**src/rtl/decode_stage.sv**
```systemverilog
// ID stage of a 5-stage MIPS-like pipeline: IF/ID register, instruction decode,
// load-use hazard detection with bubble insertion, and a saturating stall counter.
module decode_stage #(
  parameter logic [31:0] NOP_INSTR = 32'h00000000,
  parameter int          CNT_W     = 16
) (
  input  logic             clk,
  input  logic             reset,
  input  logic [31:0]      instrIn,
  input  logic [31:0]      pcPlus4In,
  input  logic             instrValidIn,
  input  logic             flush,
  input  logic             exMemRead,
  input  logic [4:0]       exDestReg,
  output logic [4:0]       firstRegNumber,
  output logic [4:0]       secondRegNumber,
  output logic [4:0]       destRegNumber,
  output logic [31:0]      immExt,
  output logic [31:0]      pcPlus4Out,
  output logic             regWriteSignal,
  output logic             memRead,
  output logic             memWrite,
  output logic             branch,
  output logic             aluSrc,
  output logic             memToReg,
  output logic [2:0]       aluCtrl,
  output logic             illegal,
  output logic             stall,
  output logic [CNT_W-1:0] stallCount
);

  localparam logic [5:0] OP_RTYPE = 6'b000000;
  localparam logic [5:0] OP_LW    = 6'b100011;
  localparam logic [5:0] OP_SW    = 6'b101011;
  localparam logic [5:0] OP_BEQ   = 6'b000100;
  localparam logic [5:0] OP_ADDI  = 6'b001000;

  localparam logic [5:0] FN_ADD = 6'b100000;
  localparam logic [5:0] FN_SUB = 6'b100010;
  localparam logic [5:0] FN_AND = 6'b100100;
  localparam logic [5:0] FN_OR  = 6'b100101;
  localparam logic [5:0] FN_SLT = 6'b101010;

  localparam logic [2:0] ALU_AND = 3'b000;
  localparam logic [2:0] ALU_OR  = 3'b001;
  localparam logic [2:0] ALU_ADD = 3'b010;
  localparam logic [2:0] ALU_SUB = 3'b110;
  localparam logic [2:0] ALU_SLT = 3'b111;

  function automatic logic [CNT_W-1:0] sat_inc(input logic [CNT_W-1:0] value);
    if (&value) return value;
    return value + {{(CNT_W-1){1'b0}}, 1'b1};
  endfunction

  logic [31:0]      instr_p1;
  logic [31:0]      pc_plus4_p1;
  logic             vld_p1;
  logic [CNT_W-1:0] stall_cnt;

  logic [5:0] opcode;
  logic [5:0] funct;
  logic [4:0] rs;
  logic [4:0] rt;
  logic [4:0] rd;

  logic       legal;
  logic       uses_rt;
  logic [4:0] dest_num;
  logic       dec_reg_write;
  logic       dec_mem_read;
  logic       dec_mem_write;
  logic       dec_branch;
  logic       dec_alu_src;
  logic       dec_mem_to_reg;
  logic [2:0] dec_alu_ctrl;
  logic       hazard;
  logic       issue;

  // IF -> ID boundary: flush squashes, a load-use hazard freezes the register
  always_ff @(posedge clk) begin
    if (reset) begin
      instr_p1    <= NOP_INSTR;
      pc_plus4_p1 <= 32'h0;
      vld_p1      <= 1'b0;
    end else if (flush) begin
      instr_p1    <= NOP_INSTR;
      pc_plus4_p1 <= 32'h0;
      vld_p1      <= 1'b0;
    end else if (!hazard) begin
      instr_p1    <= instrIn;
      pc_plus4_p1 <= pcPlus4In;
      vld_p1      <= instrValidIn;
    end
  end

  always_ff @(posedge clk) begin
    if (reset) begin
      stall_cnt <= '0;
    end else if (hazard) begin
      stall_cnt <= sat_inc(stall_cnt);
    end
  end

  assign opcode = instr_p1[31:26];
  assign rs     = instr_p1[25:21];
  assign rt     = instr_p1[20:16];
  assign rd     = instr_p1[15:11];
  assign funct  = instr_p1[5:0];

  always_comb begin
    legal          = 1'b0;
    uses_rt        = 1'b0;
    dest_num       = 5'd0;
    dec_reg_write  = 1'b0;
    dec_mem_read   = 1'b0;
    dec_mem_write  = 1'b0;
    dec_branch     = 1'b0;
    dec_alu_src    = 1'b0;
    dec_mem_to_reg = 1'b0;
    dec_alu_ctrl   = ALU_AND;
    case (opcode)
      OP_RTYPE: begin
        uses_rt  = 1'b1;
        dest_num = rd;
        if (instr_p1 == 32'h0) begin
          // canonical NOP: legal, but writes nothing
          legal = 1'b1;
        end else begin
          legal         = 1'b1;
          dec_reg_write = 1'b1;
          case (funct)
            FN_ADD:  dec_alu_ctrl = ALU_ADD;
            FN_SUB:  dec_alu_ctrl = ALU_SUB;
            FN_AND:  dec_alu_ctrl = ALU_AND;
            FN_OR:   dec_alu_ctrl = ALU_OR;
            FN_SLT:  dec_alu_ctrl = ALU_SLT;
            default: begin
              legal         = 1'b0;
              dec_reg_write = 1'b0;
            end
          endcase
        end
      end
      OP_LW: begin
        legal          = 1'b1;
        dest_num       = rt;
        dec_reg_write  = 1'b1;
        dec_mem_read   = 1'b1;
        dec_mem_to_reg = 1'b1;
        dec_alu_src    = 1'b1;
        dec_alu_ctrl   = ALU_ADD;
      end
      OP_SW: begin
        legal         = 1'b1;
        uses_rt       = 1'b1;
        dec_mem_write = 1'b1;
        dec_alu_src   = 1'b1;
        dec_alu_ctrl  = ALU_ADD;
      end
      OP_BEQ: begin
        legal        = 1'b1;
        uses_rt      = 1'b1;
        dec_branch   = 1'b1;
        dec_alu_ctrl = ALU_SUB;
      end
      OP_ADDI: begin
        legal         = 1'b1;
        dest_num      = rt;
        dec_reg_write = 1'b1;
        dec_alu_src   = 1'b1;
        dec_alu_ctrl  = ALU_ADD;
      end
      default: legal = 1'b0;
    endcase
  end

  // A load in EX whose result the ID instruction needs forces a one-cycle bubble
  assign hazard = vld_p1 & exMemRead & (exDestReg != 5'd0) & ~flush &
                  ((exDestReg == rs) | (uses_rt & (exDestReg == rt)));
  assign issue  = vld_p1 & legal & ~hazard;

  assign firstRegNumber  = rs;
  assign secondRegNumber = rt;
  assign destRegNumber   = dest_num;
  assign immExt          = {{16{instr_p1[15]}}, instr_p1[15:0]};
  assign pcPlus4Out      = pc_plus4_p1;

  assign regWriteSignal = issue & dec_reg_write;
  assign memRead        = issue & dec_mem_read;
  assign memWrite       = issue & dec_mem_write;
  assign branch         = issue & dec_branch;
  assign aluSrc         = issue & dec_alu_src;
  assign memToReg       = issue & dec_mem_to_reg;
  assign aluCtrl        = issue ? dec_alu_ctrl : 3'b000;
  assign illegal        = vld_p1 & ~legal;
  assign stall          = hazard;
  assign stallCount     = stall_cnt;

endmodule

```
**config.mk**
```make
export PLATFORM = sky130hd
export DESIGN_NAME = decode_stage
export DESIGN_NICKNAME = d
export VERILOG_FILES = /design/src/rtl/decode_stage.sv
export SDC_FILE = /design/constraint.sdc
export NUM_CORES = 1
export LEC_CHECK = 0
export BUFFER_PORTS_ARGS = -buffer_cell sky130_fd_sc_hd__buf_4
export CORE_MARGIN = 1
export CORE_UTILIZATION = 35
export CTS_CLUSTER_DIAMETER = 30
export DETAILED_ROUTE_END_ITERATION = 8
export PLACE_DENSITY = 0.77
export REMOVE_ABC_BUFFERS = 1
export SETUP_SLACK_MARGIN = 0.5
export SLEW_MARGIN = 15
export SYNTH_ARGS = -nofsm -noshare
export SYNTH_HDL_FRONTEND = slang
export SYNTH_SLANG_ARGS = --single-unit
```
**constraint.sdc**
```tcl
create_clock -name clk -period 2.4 [get_ports clk]
set_input_delay 0.48 -clock clk [delete_from_list [all_inputs] [get_ports clk]]
set_output_delay 0.48 -clock clk [all_outputs]
set_load 0.01 [all_outputs]
```
; ---- Yosys cells after proc, flatten, opt, wreduce, memory -nomap -nowiden
; Index checks and enable logic that the tools add are counted.
; Widths: inputs -> output; s select.
[totals]
in_bits = 74
regBits = 81
out_inout_bits = 106
elab_cells = 64
[classes]
n_addsub = 1
n_reduce_logical = 11
eq_ne = 12
bitwise = 17
n_mux = 19
[op_table]
columns = operator, count
row1 = $eq 6x6->1 const B, 7
row2 = $logic_not 32->1, 1
row3 = $add 16x1->16 const B, 1
row4 = $mux 16, 1
row5 = $reduce_and 16->1, 1
row6 = $and 1x1->1, 13
row7 = $pmux 3 s4, 1
row8 = $mux 1, 11
row9 = $eq 5x5->1, 2
row10 = $pmux 5 s2, 1
row11 = $pmux 3 s3, 1
row12 = $eq 6x3->1 const B, 1
row13 = $eq 6x4->1 const B, 1
row14 = $logic_not 6->1, 1
row15 = $mux 3, 2
row16 = $reduce_or 3->1, 2
row17 = $reduce_bool 5->1, 1
row18 = $reduce_or 5->1, 1
row19 = $pmux 1 s2, 2
row20 = $reduce_or 2->1, 2
row21 = $reduce_or 4->1, 1
row22 = $not 1->1, 3
row23 = $ne 2x2->1 const B, 1
row24 = $reduce_and 2->1, 1
row25 = $or 1x1->1, 1

; ---- Depth between registers and ports, before layout
[logic_depth]
word_depth = 10
mapped_depth = 10
ltp_nobuf = 7

; ---- Least setup slack after synthesis
; Ideal clock, no wire load.
[synth_timing]
path_kind = reg2out
startpoint = register instr_p1[31]
endpoint = output port aluCtrl[1]
n_path_buf = 0
arrival_time_ps = 2087
stages_incl_launch_ff = 7
path_slack_ps = -167
path_cell_list = dfxtp_1 or4_4 nor3_1 o21ai_1 or3b_1 o21ai_0 and2_1
[synth_via]
elab_chain_cells = 9
word_cells_on_any_way = 21
[synth_rtl]
columns = element, line_no
row1 = from (decl), 55  ; logic [31:0] instr_p1;
row2 = from (signal assigned), 90  ; instr_p1 <= instrIn;
row3 = $eq 6x3->1 (tied with other cells), 121  ; case (opcode)
row4 = $reduce_or 3->1 (no line), -
row5 = $mux 1, 121
row6 = $and 1x1->1, 179  ; ((exDestReg == rs) | (uses_rt & (exDestReg == rt)));
row7 = $or 1x1->1, 179
row8 = $and 1x1->1, 178  ; assign hazard = vld_p1 & exMemRead & (exDestReg != 5'd0) & ~flush &
row9 = $not 1->1, 180  ; assign issue = vld_p1 & legal & ~hazard;
row10 = $and 1x1->1, 180
row11 = $mux 3 (*), 194  ; assign aluCtrl = issue ? dec_alu_ctrl : 3'b000;
row12 = to (decl), 26  ; output logic [2:0] aluCtrl,
; Mark *: on every way between the ends. The rest lies on a longest branch, timed or not.

; ---- Worst setup path after layout
[layout_timing]
startpoint = register instr_p1[27]
endpoint = output port aluCtrl[1]
; Same word-level chain as after synthesis.

==> results.cfg <==
[cts]
numCtsBuffers = 9
cts_root_buf = clkbuf_8
cts_tree = done
path_clk_slew_ns = 0.08
cts_max_path_buffers = 2
cts.sink_count = 81
cts.hold.buffers_added = 0
clk_latency_ns = 0.35
cts_max_level = 3

[final_layout]
final_core_util_pct = 67.64
nFillCells = 758
fin_cells = 836
drive_above_1_share_pct = 61.86
fin_nets = 770
diodes = 0
layout_commonest_cell = buf_4
area_delta_synth_final_pct = 84.15
mostFrequentLayoutCells = buf_4 (196), nand2_1 (83), dfxtp_1 (76), a21oi_2 (57), nand2_4 (37)
post-route-cell-area_um2 = 7108

[setup_path]
crit_type = reg -> out
worstPathArrival_ns = 2.29
cp_max_fo = 3
worstSetupStartpointType = flop
endpoint_kind = output pin
critPathRequiredTime_ns = 1.92

[global_route]
grt_pass1_wl_um = 21050
grtUsageTotal_pct = 23.64
antenna_found_initial = 0
first_global_vias = 4120
grt-ovfl-total = 0
grt_max_degree = 66

[routing]
firstDrtPassIters = 4
drc_errors = 0
drtAntennaViolNets = 0
viasPerCell = 5.217
drt_iter0_drc = 254
wl_per_cell_um = 18.01
finalWirelength_um = 15060
via_count = 4361

[yosys]
synth_cells = 500
synth_cell_types = 47
synth_seq_cells = 81
synth-main-ff-cell = dfxtp_1
yosys.area.top_type = dfxtp_1
syn_area_per_cell_um2 = 7.720
synth_edf_count = 0
synth_area_leaders = dfxtp_1 (42%), nand2_1 (13%), a21oi_1 (10%)
netlist_area_um2 = 3860
synth_warnings = 0
yosysSeqAreaShare_pct = 42.01
synth.top_cell.area_share_pct = 42.01
async_flop_share_pct = 0

[placement]
gp_congestion = 0.9314
place_area_um2 = 5156
portBuffers = 179
place_inst = 773
place_hpwl_um = 8351

[status]
status = finished with violations
violations = setup timing

[pwr]
sequentialPowerShare_pct = 46.8
p_switching_w = 0.0007751
p_leak_nw = 3.077
vdd_drop_max_mv = 0.3045
p_sw_share_pct = 25.28
p_int_w = 0.002291
power_density_nw_per_um2 = 431.3
power.clock.fraction_pct = 37.4
comb_power_share_pct = 15.8

[sta]
finClkSkew_ns = 0.01125
fin_ws_ns = -0.3676
rsz0062_at_grt = true
slew_headroom_pct = 27.02
whs_ns = 0.3703
timing.final.crit_share_pct = 115.3
setup_violations = 72
final_max_slew_viol_count = 0
hold_viol_final = 0
tightest_slew_ns = 1.095
fmax_mhz = 361.3
fin_crit_ns = 2.768

[floorplanning]
pin_count = 180
fp.dieArea_um2 = 11450
dieHeight_um = 107.0
core_area_um2 = 10510
start_util_pct = 36.73
die_w_um = 107.0
rows = 37

[flow_run]
maxCapViolCount = 0

[worst_hold_path]
hp-class = in -> reg
-- Yosys cell counts (2+ instances only) --
library cell,n
xnor2_1,3
and2_1,5
clkbuf_1,22
a21oi_1,77
nand2_1,138
o21ai_0,5
and4_1,2
and3_1,2
mux2i_1,2
nor2b_1,4
or4_1,6
buf_4,43
inv_1,3
mux2_2,5
nand3_1,8
or3_1,3
nand4_1,5
o21a_1,2
o31ai_1,6
nor4_1,9
a22o_1,5
buf_6,2
nor3_1,8
buf_2,4
dfxtp_1,81
nand2b_1,2
nor2_1,20
xor2_1,8
nand3b_1,2
-- metal layers --
layer	GRT usage [%]	share of wire, %	vias up
met5	0	0	-
met4	7.534	1.7	0
met2	41.24	51	164
met3	5.714	5.7	25
li1	-	-	2045
met1	28.43	41	2127
-- power groups by stage --
stage / logic [W] / clock network (W) / registers [W]
2_1_floorplan: 0.000106 / 0 / 0.00148
3_3_place_gp: 0.000365 / 0 / 0.00146
3_5_place_dp: 0.000372 / 0 / 0.00146
4_1_cts: 0.000410 / 0.00116 / 0.00143
5_1_grt: 0.000510 / 0.00122 / 0.00144
6_report: 0.000483 / 0.00115 / 0.00144
-- cell families after synthesis --
kind of cell | Yosys count | share of synthesized area, %
buffers and inverters | 75 | 11.99
and+or+nand+nor | 222 | 26.19
adders and majority gates | 1 | 0.3241
DFF | 81 | 42.01
AOI/OAI and AO/OA | 103 | 15.01
xor gates and xnor gates | 11 | 2.496
muxes | 7 | 1.977
-- timing repair --
| item | CTS | global route |
|---|---|---|
| setup buffers | 28 | 6 |
| endpoints found under the hold margin | 0 | 0 |
| resized for setup | 143 | 136 |
| cloned | 10 | 3 |
| setup endpoints to repair | 95 | 97 |
| pin swaps | 50 | 55 |
-- registers in the layout (all words and copies together) (netlist names) --
register / cells
stallCount: 16
vld_p1: 1
instr_p1: 32
pcPlus4Out: 32
-- final timing paths --
path / start / to / slack (ns) / cells past startpoint
hold reg to reg: pcPlus4Out[4] / pcPlus4Out[4] / 0.46 / 2
hold / removal: instrIn[0] / instr_p1[0] / 0.37 / 3
setup reg to reg: instr_p1[17] / stallCount[7] / -0.31 / 14
setup / recovery: instr_p1[27] / aluCtrl[1] / -0.37 / 7
-- critical path, cell delays in order, from the launching register on --
cell and delay [ns]:
dfxtp_2 0.32, or4_4 0.56, nor3_4 0.20, o21ai_2 0.10
or3b_4 0.40, o21ai_2 0.11, and2_1 0.14, buf_4 0.12
-- metrics by stage --
stage / setup TNS (ns) / power [W] / setup WS [ns]
2_1_floorplan: -54.05 / 0.001583 / -1.421
3_3_place_gp: -0.1266 / 0.001820 / -0.06349
3_5_place_dp: -0.3523 / 0.001829 / -0.1149
4_1_cts: -6.063 / 0.003002 / -0.3759
5_1_grt: -17.05 / 0.003170 / -0.4506
6_report: -12.04 / 0.003066 / -0.3676
-- cell type report --
type	instances	area [µm²]	share of cell area (%)
inverters	4	22.52	0.3168
well taps	136	170.2	2.394
clock buffers	12	155.1	2.183
clock inverters	4	75.07	1.056
flip-flops and latches	81	1628	22.90
repair buffers	255	2479	34.87
multi-input cells	344	2579	36.28
(Power assumes the default switching activity.)
